### config.mk
export PLATFORM = sky130hd
export DESIGN_NAME = request_unit_flat
export DESIGN_NICKNAME = d
export VERILOG_FILES = /design/src/rtl/request_unit_if.sv /design/src/rtl/request_unit.sv /design/src/flat_wrapper.sv
export SDC_FILE = /design/constraint.sdc
export NUM_CORES = 1
export LEC_CHECK = 0
export ABC_AREA = 1
export BUFFER_PORTS_ARGS = -buffer_cell sky130_fd_sc_hd__buf_2
export CORE_MARGIN = 8
export CORE_UTILIZATION = 35
export CTS_BUF_LIST = sky130_fd_sc_hd__clkbuf_8
export DETAILED_ROUTE_END_ITERATION = 16
export PLACE_DENSITY_LB_ADDON = 0.25
export SLEW_MARGIN = 20
export SYNTH_ARGS = -nofsm -noshare
export SYNTH_HDL_FRONTEND = slang
export SYNTH_SLANG_ARGS = --single-unit
### constraint.sdc
create_clock -name clk -period 2.4 [get_ports clk]
set_input_delay 0.48 -clock clk [delete_from_list [all_inputs] [get_ports clk]]
set_output_delay 0.48 -clock clk [all_outputs]
set_load 0.01 [all_outputs]
### src/rtl/request_unit_if.sv
// Memory-side bus of the request unit: one outstanding read or write,
// completed in the first cycle the memory drops mem_busy.
interface request_unit_if;
  logic [31:0] mem_addr;
  logic [31:0] mem_wdata;
  logic [3:0]  mem_sel;
  logic        mem_read;
  logic        mem_write;
  logic [31:0] mem_rdata;
  logic        mem_busy;

  modport master (
    output mem_addr, mem_wdata, mem_sel, mem_read, mem_write,
    input  mem_rdata, mem_busy
  );

  modport slave (
    input  mem_addr, mem_wdata, mem_sel, mem_read, mem_write,
    output mem_rdata, mem_busy
  );
endinterface

### src/rtl/request_unit.sv
// Sequences instruction fetch and load/store traffic for a simple multi-cycle
// core over a single memory port, with a busy-timeout that parks the unit in HALT.
module request_unit #(
  parameter int TIMEOUT = 255
) (
  input  logic                 clk,
  input  logic                 rst,
  input  logic [31:0]          instruction_address,
  input  logic [31:0]          data_address,
  input  logic                 dm_read_en,
  input  logic                 dm_write_en,
  input  logic                 store_byte,
  input  logic [31:0]          data_to_write,
  output logic [31:0]          instruction_read,
  output logic [31:0]          data_read,
  output logic                 pc_enable,
  output logic                 bus_error,
  request_unit_if.master       mem
);

  typedef enum logic [1:0] {FETCH, EXEC, DATA, HALT} state_t;

  localparam logic [31:0] NOP_INSTR = 32'h0000_0013;
  localparam logic [15:0] WAIT_LIMIT = 16'(TIMEOUT - 1);

  state_t      state;
  state_t      state_next;
  logic [15:0] wait_cnt;
  logic        access_write;
  logic        timed_out;

  // Word accesses only; the PC's low bits never reach the bus.
  logic unused_pc_bits;
  assign unused_pc_bits = &{1'b0, instruction_address[1:0]};

  always_comb begin
    state_next    = state;
    timed_out     = 1'b0;
    pc_enable     = 1'b0;
    mem.mem_read  = 1'b0;
    mem.mem_write = 1'b0;
    mem.mem_addr  = {instruction_address[31:2], 2'b00};
    mem.mem_wdata = '0;
    mem.mem_sel   = 4'h0;

    case (state)
      FETCH: begin
        mem.mem_read = 1'b1;
        mem.mem_sel  = 4'hF;
        if (!mem.mem_busy) begin
          state_next = EXEC;
        end else if (wait_cnt == WAIT_LIMIT) begin
          timed_out  = 1'b1;
          state_next = HALT;
        end
      end

      EXEC: begin
        if (dm_write_en || dm_read_en) begin
          state_next = DATA;
        end else begin
          pc_enable  = 1'b1;
          state_next = FETCH;
        end
      end

      DATA: begin
        mem.mem_addr = {data_address[31:2], 2'b00};
        // Direction comes from the latched access type, not the live enables.
        if (access_write) begin
          mem.mem_write = 1'b1;
          if (store_byte) begin
            mem.mem_wdata = {4{data_to_write[7:0]}};
            mem.mem_sel   = 4'b0001 << data_address[1:0];
          end else begin
            mem.mem_wdata = data_to_write;
            mem.mem_sel   = 4'hF;
          end
        end else begin
          mem.mem_read = 1'b1;
          mem.mem_sel  = 4'hF;
        end
        if (!mem.mem_busy) begin
          pc_enable  = 1'b1;
          state_next = FETCH;
        end else if (wait_cnt == WAIT_LIMIT) begin
          timed_out  = 1'b1;
          state_next = HALT;
        end
      end

      HALT: begin
        state_next = HALT;
      end

      default: begin
        state_next = FETCH;
      end
    endcase
  end

  always_ff @(posedge clk) begin
    if (rst) begin
      state            <= FETCH;
      wait_cnt         <= '0;
      instruction_read <= NOP_INSTR;
      data_read        <= '0;
      bus_error        <= 1'b0;
      access_write     <= 1'b0;
    end else begin
      state <= state_next;

      if (state_next != state) begin
        wait_cnt <= '0;
      end else if ((state == FETCH || state == DATA) && mem.mem_busy) begin
        wait_cnt <= wait_cnt + 16'd1;
      end

      if (state == FETCH && !mem.mem_busy) begin
        instruction_read <= mem.mem_rdata;
      end

      if (state == DATA && !access_write && !mem.mem_busy) begin
        data_read <= mem.mem_rdata;
      end

      if (state == EXEC) begin
        access_write <= dm_write_en;
      end

      if (timed_out) begin
        bus_error <= 1'b1;
      end
    end
  end

endmodule
### src/flat_wrapper.sv
// flat-port wrapper written by rule: the top's interface ports become plain ports
module request_unit_flat 
#(
  parameter int TIMEOUT = 255
)
  (clk, rst, instruction_address, data_address, dm_read_en, dm_write_en, store_byte, data_to_write, instruction_read, data_read, pc_enable, bus_error, mem_mem_addr, mem_mem_wdata, mem_mem_sel, mem_mem_read, mem_mem_write, mem_mem_rdata, mem_mem_busy);
  request_unit_if mem_i ();
  input  logic clk;
  input  logic rst;
  input  logic [31:0] instruction_address;
  input  logic [31:0] data_address;
  input  logic dm_read_en;
  input  logic dm_write_en;
  input  logic store_byte;
  input  logic [31:0] data_to_write;
  output logic [31:0] instruction_read;
  output logic [31:0] data_read;
  output logic pc_enable;
  output logic bus_error;
  output wire logic [$bits(mem_i.mem_addr)-1:0] mem_mem_addr;
  output wire logic [$bits(mem_i.mem_wdata)-1:0] mem_mem_wdata;
  output wire logic [$bits(mem_i.mem_sel)-1:0] mem_mem_sel;
  output wire logic [$bits(mem_i.mem_read)-1:0] mem_mem_read;
  output wire logic [$bits(mem_i.mem_write)-1:0] mem_mem_write;
  input wire logic [$bits(mem_i.mem_rdata)-1:0] mem_mem_rdata;
  input wire logic [$bits(mem_i.mem_busy)-1:0] mem_mem_busy;
  assign mem_mem_addr = mem_i.mem_addr;
  assign mem_mem_wdata = mem_i.mem_wdata;
  assign mem_mem_sel = mem_i.mem_sel;
  assign mem_mem_read = mem_i.mem_read;
  assign mem_mem_write = mem_i.mem_write;
  assign mem_i.mem_rdata = mem_mem_rdata;
  assign mem_i.mem_busy = mem_mem_busy;
  request_unit #(.TIMEOUT(TIMEOUT)) u_core (.clk(clk), .rst(rst), .instruction_address(instruction_address), .data_address(data_address), .dm_read_en(dm_read_en), .dm_write_en(dm_write_en), .store_byte(store_byte), .data_to_write(data_to_write), .instruction_read(instruction_read), .data_read(data_read), .pc_enable(pc_enable), .bus_error(bus_error), .mem(mem_i));
endmodule
==> qor.yml <==
run_status: "complete, no violations"
cp_top_family: "buffers and inverters"
synthToLayoutAreaGrowth_pct: 38.82
hold_buffers: 0
synth_top_cell_area_share: 0.3908
via_per_inst: 4.493
peakVddDrop_mv: 0.3183
coreArea_um2: 12010
drc: 0
synth_seq_cells: 84
postRouteAntennaNets: 0
p_per_area_nw_per_um2: 527.6
drive_gt1_frac: 0.3612
clkSlewWorstSetupHoldPaths_ns: 0.09
drt_iter0_markers: 251
n_antenna_cell: 0
synthCells: 643
crit_path_top_delay_cell: "dfxtp_1"
path_buf_inv: 3
synth_top_area_cell: "dfxtp_1"
die_area_um2: 16100
grt_overflow: 0
portBuffers: 265
worstMarginPinSlew_ns: 0.5389
timing.critical_path.cells: "inv_1 > ha_4 > nand2_1 > buf_4 > a21oi_1 > buf_2"
fin_crit_sh: 0.9291
insertion_delay_ns: 0.35
grt_max_degree: 65
drv_slew: 0
fin_area_um2: 5973
skew_ns: 0.01071
setup-tns-final_ns: 0
synthTopCellsByArea: "dfxtp_1, nand2_1, nor2_1, a21oi_1, o21ai_0"
setup_ws_ns: 0.1702
power_uw: 3152
grt_setup_unrepaired: "false"
final_common_cell: "buf_2"
grt_usage: 0.1823
slew_headroom: 0.6407
wl_per_cell_um: 14.62
hold_viol_final: 0
place_area_um2: 5756
fin_crit_ns: 2.230
syn-cell-area_um2: 4303
final_cell_mix: "buf_2, nand2_1, nor2_1, dfxtp_1, a21oi_1"
vias: 4691
fillCellCount: 1269
seqCellArea_um2: 1683
clock_sinks: 84
path_class: "reg -> out"
numCtsBuffers: 9
layout.nets: 1032
multi_input_area_um2: 2236
ys_warn_count: 0
pin_count: 270
die_w_um: 126.9
crit_path_end_kind: "primary output"
synth_cell_type_count: 30
crit_arrival_ns: 1.75
path_max_fanout: 33
cts_tree: "yes"
finalWeightedCongestion: 0.8880
syn_area_per_cell_um2: 6.692
antenna_found_initial: 1
slowest_delay_ns: 0.35
fmax_ghz: 0.4485
totalWireLength_mm: 15.26
cp-start-kind: "flop"
cts_max_level: 3
dp_hpwl_mm: 12.04
setup_viol: 0
first_pass_iters: 4
clock_path_buffers: 2
hold_path_class: "in -> reg"
cap_violations: 0
chipHeight_um: 126.9
grt_pass1_vias: 4545
yosysSeqAreaShare: 0.3908
num_rows: 40
start_util: 0.3582
cts-root-buf: "clkbuf_8"
critPathRequiredTime_ns: 1.92
p_leak_uw: 0.003068
pre_cts_slack_ns: 0.2659
grt_pass1_wl_mm: 23.74
## tightest hold or removal path: stages
cell	delay, ns
buf_2	0.09
nand2_1	0.04
nand3_1	0.06
## synthesized netlist by cell type (all sizes together)
library cell,instances
nor2,111
a21boi,1
ha,6
a21oi,68
clkbuf,31
nor3,6
xor2,8
buf,4
nand3,10
o21ai,66
nand2,172
dfxtp,84
nand4,2
xnor2,5
inv,68
conb,1
## logic make-up (layout without fill, tap and decap cells)
group | count (synthesis) | in the layout | synth area share
AOI/OAI and AO/OA | 135 | 135 | 0.1611
xor gates and xnor gates | 13 | 13 | 0.02646
adders and majority gates | 6 | 6 | 0.01745
buffers and inverters | 103 | 356 | 0.09566
DFF | 84 | 84 | 0.3908
other | 1 | 2 | 0.0008715
and+or+nand+nor | 301 | 301 | 0.3076
## routing by layer
| layer | vias to the layer above | share of wire | GRT usage |
|---|---|---|---|
| met5 | - | 0.00085 | 0 |
| met4 | 2 | 0.017 | 0.04339 |
| met3 | 20 | 0.075 | 0.07331 |
| met2 | 141 | 0.49 | 0.3145 |
| met1 | 2034 | 0.41 | 0.2053 |
| li1 | 2494 | - | - |
## area by class of cell
cell class / instances / share of cell area
clock buffers: 9 / 0.02074
inverters: 68 / 0.04273
multi-input cells: 457 / 0.3743
flip-flops and latches: 84 / 0.2817
repair buffers: 272 / 0.2371
well taps: 147 / 0.03079
clock inverters: 7 / 0.01257
## sequential cells by signal, summed over array words and instances (netlist names)
register and cells:
u_core.data_read 32, u_core.instruction_read 32, u_core.wait_cnt 16, u_core.state 2
u_core.access_write 1, u_core.bus_error 1
## stage by stage
step / util / hold WS [ns] / std cells
floorplan: - / 0.4677 / 644
global placement: 0.4792 / 0.4305 / 1028
detailed placement: 0.4792 / 0.4336 / 1028
CTS: 0.4964 / 0.3291 / 1044
global route: 0.4973 / 0.3546 / 1044
finish: 0.4973 / 0.3474 / 1044
## timing repair
action                                  4_1_cts  5_1_grt
buffers inserted                              0        0
gates resized for setup                       2        2
endpoints found under the setup margin       30       20
pin swaps                                     0        1
## final timing paths
path	slack (ns)	startpoint	cells past startpoint	to
min reg2reg	0.44	u_core.data_read[22]	2	u_core.data_read[22]
max reg2reg	0.32	u_core.state[0]	10	u_core.wait_cnt[2]
min	0.35	mem_mem_rdata[0]	3	u_core.instruction_read[0]
max	0.17	u_core.state[0]	6	mem_mem_wdata[10]
## where the power goes
part | internal (uW) | total [uW] | leakage (uW) | switching, uW
combinational | 253 | 645 | 0.00228 | 392
sequential | 1460 | 1490 | 0.000686 | 32.1
clock | 486 | 1010 | 0.0000976 | 527
(Power assumes the default switching activity.)
